--- src/rtl/fetch_unit.sv ---
// Instruction-fetch front end.
//
// Drives the address of a combinational instruction memory from the PC register,
// buffers the returned {pc, instr} pairs in a small in-order FIFO, and hands them to
// decode over a valid/ready handshake. A redirect flushes the FIFO and restarts fetch
// at a new PC. Fetch stops after an EBREAK is buffered, until the next redirect or reset.
//
// Ports:
//   clk          rising-edge clock
//   rst          synchronous reset, active-high
//   imem_addr    byte address to imem (the PC register)
//   imem_instr   word returned by imem in the same cycle
//   out_valid    FIFO head holds a valid instruction (forced low during redirect)
//   out_ready    decode accepts the head this cycle
//   out_instr    head instruction, 0 when out_valid is low
//   out_pc       head address, 0 when out_valid is low
//   redirect     flush and restart fetch at redirect_pc
//   redirect_pc  new fetch address, bits [1:0] ignored
//   halted       fetch stopped after EBREAK
module fetch_unit #(
  parameter logic [31:0] RESET_PC = 32'h0000_0000,
  parameter int unsigned DEPTH    = 2
) (
  input  logic        clk,
  input  logic        rst,
  output logic [31:0] imem_addr,
  input  logic [31:0] imem_instr,
  output logic        out_valid,
  input  logic        out_ready,
  output logic [31:0] out_instr,
  output logic [31:0] out_pc,
  input  logic        redirect,
  input  logic [31:0] redirect_pc,
  output logic        halted
);

  localparam int unsigned AW = (DEPTH > 1) ? $clog2(DEPTH) : 1;
  localparam int unsigned CW = AW + 1;
  localparam logic [31:0] Ebreak = 32'h0010_0073;

  typedef enum logic [0:0] {StRun, StHalt} state_e;

  state_e          state_q;
  logic [31:0]     pc_q;
  logic [AW-1:0]   rd_ptr_q, wr_ptr_q;
  logic [CW-1:0]   count_q;
  logic [31:0]     fifo_pc_q    [DEPTH];
  logic [31:0]     fifo_instr_q [DEPTH];

  logic push, pop;

  // A redirect cycle neither delivers nor fetches: stale entries must not leak out.
  always_comb begin
    out_valid = (count_q != '0) && !redirect;
    pop       = out_valid && out_ready;
    push      = (state_q == StRun) && !redirect && ((count_q < CW'(DEPTH)) || pop);
    out_instr = out_valid ? fifo_instr_q[rd_ptr_q] : 32'h0;
    out_pc    = out_valid ? fifo_pc_q[rd_ptr_q]    : 32'h0;
    imem_addr = pc_q;
    halted    = (state_q == StHalt);
  end

  always_ff @(posedge clk) begin
    if (rst) begin
      state_q  <= StRun;
      pc_q     <= RESET_PC;
      rd_ptr_q <= '0;
      wr_ptr_q <= '0;
      count_q  <= '0;
    end else if (redirect) begin
      state_q  <= StRun;
      pc_q     <= {redirect_pc[31:2], 2'b00};
      rd_ptr_q <= '0;
      wr_ptr_q <= '0;
      count_q  <= '0;
    end else begin
      if (push) begin
        pc_q     <= pc_q + 32'd4;
        wr_ptr_q <= wr_ptr_q + AW'(1);
        // The EBREAK itself is still buffered; only later fetches stop.
        if (imem_instr == Ebreak) state_q <= StHalt;
      end
      if (pop) rd_ptr_q <= rd_ptr_q + AW'(1);
      unique case ({push, pop})
        2'b10:   count_q <= count_q + CW'(1);
        2'b01:   count_q <= count_q - CW'(1);
        default: count_q <= count_q;
      endcase
    end
  end

  // Storage needs no reset: reads are masked by out_valid.
  always_ff @(posedge clk) begin
    if (!rst && push) begin
      fifo_pc_q[wr_ptr_q]    <= pc_q;
      fifo_instr_q[wr_ptr_q] <= imem_instr;
    end
  end

endmodule

--- config.mk ---
export PLATFORM = sky130hd
export DESIGN_NAME = fetch_unit
export DESIGN_NICKNAME = d
export VERILOG_FILES = /design/src/rtl/fetch_unit.sv
export SDC_FILE = /design/constraint.sdc
export NUM_CORES = 1
export LEC_CHECK = 0
export CORE_MARGIN = 4
export CORE_UTILIZATION = 30
export CTS_BUF_LIST = sky130_fd_sc_hd__clkbuf_4 sky130_fd_sc_hd__clkbuf_8
export CTS_CLUSTER_DIAMETER = 120
export DETAILED_ROUTE_END_ITERATION = 10
export MAX_ROUTING_LAYER = met4
export PLACE_DENSITY_LB_ADDON = 0.05
export SETUP_SLACK_MARGIN = 0.4
export SYNTH_ARGS = -nofsm -noshare
export SYNTH_HDL_FRONTEND = slang
export SYNTH_SLANG_ARGS = --single-unit
--- constraint.sdc ---
create_clock -name clk -period 5.3 [get_ports clk]
set_input_delay 1.06 -clock clk [delete_from_list [all_inputs] [get_ports clk]]
set_output_delay 1.06 -clock clk [all_outputs]
set_load 0.02 [all_outputs]
==> out/results.tsv <==
stage	metric	value	unit
timing	max-slew violations	0	
floorplan	Initial Utilization	30.48	%
clocking	H-tree Lvls	4	
timing	Setup violations, final	0	
yosys	Main synth FF type	edfxtp_1	
critical_path	Crit path required time	4.24	ns
clocking	Post-CTS Setup Bufs	0	
route	DR iter-0 viols	336	
final_layout	Ant. Diodes	0	
yosys	sequential area share after synthesis	64.41	%
clocking	CTS Sinks	160	
yosys	synth unique cells	50	
critical_path	FF-to-FF Start	count_q[0]	
final_layout	area grow syn2layout	33.11	%
final_layout	utilization after layout	40.57	%
timing	relative slew slack	36.94	%
place	post-DP HPWL	12560	um
power_and_ir_drop	Int Power	1.922	mW
critical_path	slowest CP cell	clkdlybuf4s50_1	
power_and_ir_drop	Seq pwr share	55.9	%
clocking	CTS Root Cell	clkbuf_8	
timing	total negative slack	0	ns
critical_path	Critical Path Source Type	input pin	
floorplan	die span in x	159.7	um
final_layout	FF/Latch Area	4448	sq um
clocking	Num CTS Buffers	17	
timing	fmax	244.0	MHz
floorplan	Site Rows	55	
yosys	post-synthesis register bit count	160	
global_routing	initial antenna violation count	0	
yosys	ys async rst share	0	%
critical_path	CP max FO	34	
timing	Final Critical Period	4.098	ns
route	DR pass1 iterations	4	
route	# DRC	0	
power_and_ir_drop	P_leak	2.879	nW
route	DR vias	4963	
clocking	cts repair resizes	0	
min_path	worst hold path class	reg2reg	
route	WL per Instance	18.96	um
floorplan	Die Ht	159.7	um
yosys	Yosys top cell area share	53.96	%
flow_run	max-cap violation count	0	
clocking	clock latency on the worst-skew pair	0.45	ns
final_layout	fillers	2189	
timing	Period Utilization, post-route	77.32	%
yosys	Yosys top cell by area	edfxtp_1	
critical_path	worst-case reg-to-reg path depth	8	
yosys	post-synthesis cell area	6900	sq um
place	PortBufs	159	
floorplan	die area	25490	sq um
clocking	CTS tree	built	
global_routing	largest net degree at the start of global routing	63	
floorplan	Top Ports	166	
clocking	CTS hold repair buffers	0	
route	total length of routed wires	18960	um
critical_path	worst setup path end	out_pc[9]	
final_layout	Multi-input gate area	2290	sq um
power_and_ir_drop	Sw Ratio	25.87	%
critical_path	CP startpoint	redirect	
critical_path	reg2reg end	count_q[1]	
timing	RSZ-0062 raised after global routing	false	
critical_path	kind of critical path	in2out	
yosys	top post-synthesis cells by area	edfxtp_1 54%, dfxtp_1 10%, mux2i_1 9.0%	
critical_path	most used cell, CP	clkdlybuf4s50_1	
global_routing	gr ovfl total	0	
global_routing	GRT Total Usage	15.18	%
yosys	Mean Syn Cell Area	12.57	sq um
route	Detail Route Antenna Nets	0	
power_and_ir_drop	Psw	0.6708	mW
power_and_ir_drop	Comb pwr share	10.7	%
route	via/cell ratio	4.963	
critical_path	Setup crit end kind	primary output	
power_and_ir_drop	power share of the clock group	33.4	%
critical_path	CP arrival	3.04	ns
yosys	Post-synth EDFFs	124	
critical_path	reg2reg setup slack	2.82	ns
timing	final hold violation count	0	
run_status	status	finished, final reports clean	
global_routing	first-pass GRT wire length	29350	um
yosys	Synth Instances	549	
final_layout	NumNets Final	772	
power_and_ir_drop	peak supply drop	0.1370	mV
timing	slew of the pin with the lowest slew margin	0.9459	ns
floorplan	Core ar.	22640	sq um
critical_path	CP max stage delay	0.54	ns
global_routing	number of global-route vias before repair	5186	
power_and_ir_drop	PwrDens	282.3	nW/um^2
yosys	Ys Warns	0	
place	RePlAce Congestion	0.7450	
critical_path	critical path, cell by cell	clkdlybuf4s50_1, clkinv_1, o21ai_4, buf_12, nor2_1, clkdlybuf4s50_1	
clocking	Max clock buf depth	2	
clocking	clk slew on worst S/H paths	0.08	ns
final_layout	layout cell share with drive strength beyond 1	6.853	%
timing	Layout Skew	0.01122	ns
[cells by family after synthesis]
group,Yosys count,synth area share (%)
flops,160,64.41
buf+inv,49,2.920
compound gates,62,6.890
simple gates,204,15.23
fa+ha+maj,2,0.3626
mux,62,8.994
other cells,1,0.05434
xor+xnor,9,1.142
[layout by cell type (no fill, tap or decap), types with 3 or more instances in the layout]
cell type | netlist | final
a2111oi_0 | 5 | 5
a211oi_1 | 6 | 6
a311oi_1 | 15 | 15
a31oi_1 | 3 | 3
and3_1 | 7 | 6
and4_1 | 3 | 3
buf_4 | 4 | 8
clkbuf_8 | 0 | 17
clkdlybuf4s50_1 | 0 | 159
clkinv_1 | 2 | 4
clkinvlp_4 | 0 | 3
conb_1 | 1 | 4
dfxtp_1 | 36 | 35
edfxtp_1 | 124 | 124
inv_1 | 10 | 10
inv_6 | 0 | 5
mux2i_1 | 62 | 62
nand2_1 | 12 | 12
nand2b_1 | 4 | 4
nand3_1 | 13 | 13
nand4_1 | 13 | 13
nor2_1 | 88 | 87
nor2b_1 | 6 | 6
nor3_1 | 15 | 15
nor4_1 | 13 | 13
nor4bb_1 | 4 | 4
o211ai_1 | 4 | 4
o21ai_0 | 9 | 9
o31a_1 | 4 | 4
o31ai_1 | 6 | 6
or3_1 | 7 | 7
or4_1 | 8 | 8
xnor2_1 | 7 | 7
[registers in the layout, indices dropped and copies added, names as in the netlist, named ones only]
name	flops
fifo_instr_q	64
fifo_pc_q	60
imem_addr	30
count_q	2
halted	1
rd_ptr_q	1
wr_ptr_q	1
[worst min-delay path by stage]
| stage | from | endpoint | cells after the start |
|---|---|---|---|
| after global placement | rd_ptr_q | register | 2 |
| after CTS | rd_ptr_q | register | 2 |
| final | rd_ptr_q | register | 2 |
| after detailed placement | rd_ptr_q | register | 2 |
| after global routing | imem_addr[21] | fifo_pc_q[1][21] | 0 |
| after floorplan | rd_ptr_q | register | 2 |
[through the flow]
step / power, mW / hold WS (ns) / setup slack (ns) / area [sq um] / std cells
floorplan: 1.598 / 0.5202 / 0.5428 / 6912 / 552
global placement: 1.755 / 0.5245 / 1.104 / 8811 / 968
detailed placement: 1.760 / 0.5270 / 1.120 / 8811 / 968
CTS: 2.636 / 0.5457 / 1.117 / 9185 / 1000
global route: 2.711 / 0.5598 / 1.079 / 9185 / 1000
finish: 2.593 / 0.5411 / 1.202 / 9185 / 1000
[worst max-delay path: cells and delay by family]
family | cells | cell delay [ns]
buffers and inverters | 4 | 1.52
AO/OA/AOI/OAI | 1 | 0.35
AND/OR/NAND/NOR | 1 | 0.09
[per-layer routing]
layer / up-vias / wire length (um) / track usage, %
li1: 2397 / - / -
met1: 2421 / 8770 / 19.11
met2: 128 / 9378 / 25.06
met5: - / 0 / -
met4: 0 / 233 / 4.931
met3: 17 / 573 / 2.555
[cell type report]
cell class	count	share of cell area, %
Timing Repair Buffer	168	18.20
Inverter	12	0.4904
Clock inverter	14	1.444
Tap cell	285	3.882
Multi-Input combinational cell	343	24.93
Sequential cell	160	48.43
Clock buffer	18	2.629
[synthesized netlist by cell type, types with 3 or more instances]
cell type / instances
a2111oi_0: 5
a211oi_1: 6
a311oi_1: 15
a31oi_1: 3
and3_1: 7
and4_1: 3
buf_1: 7
buf_4: 4
clkbuf_1: 24
dfxtp_1: 36
edfxtp_1: 124
inv_1: 10
mux2i_1: 62
nand2_1: 12
nand2b_1: 4
nand3_1: 13
nand4_1: 13
nor2_1: 88
nor2b_1: 6
nor3_1: 15
nor4_1: 13
nor4bb_1: 4
o211ai_1: 4
o21ai_0: 9
o31a_1: 4
o31ai_1: 6
or3_1: 7
or4_1: 8
xnor2_1: 7
[power by group through the flow]
stage	combinational (mW)	clock [mW]	sequential (mW)
floorplan	0.115	0	1.48
global placement	0.279	0	1.48
detailed placement	0.282	0	1.48
CTS	0.283	0.903	1.45
global route	0.300	0.954	1.46
finish	0.278	0.866	1.45
(Power assumes the default switching activity.)
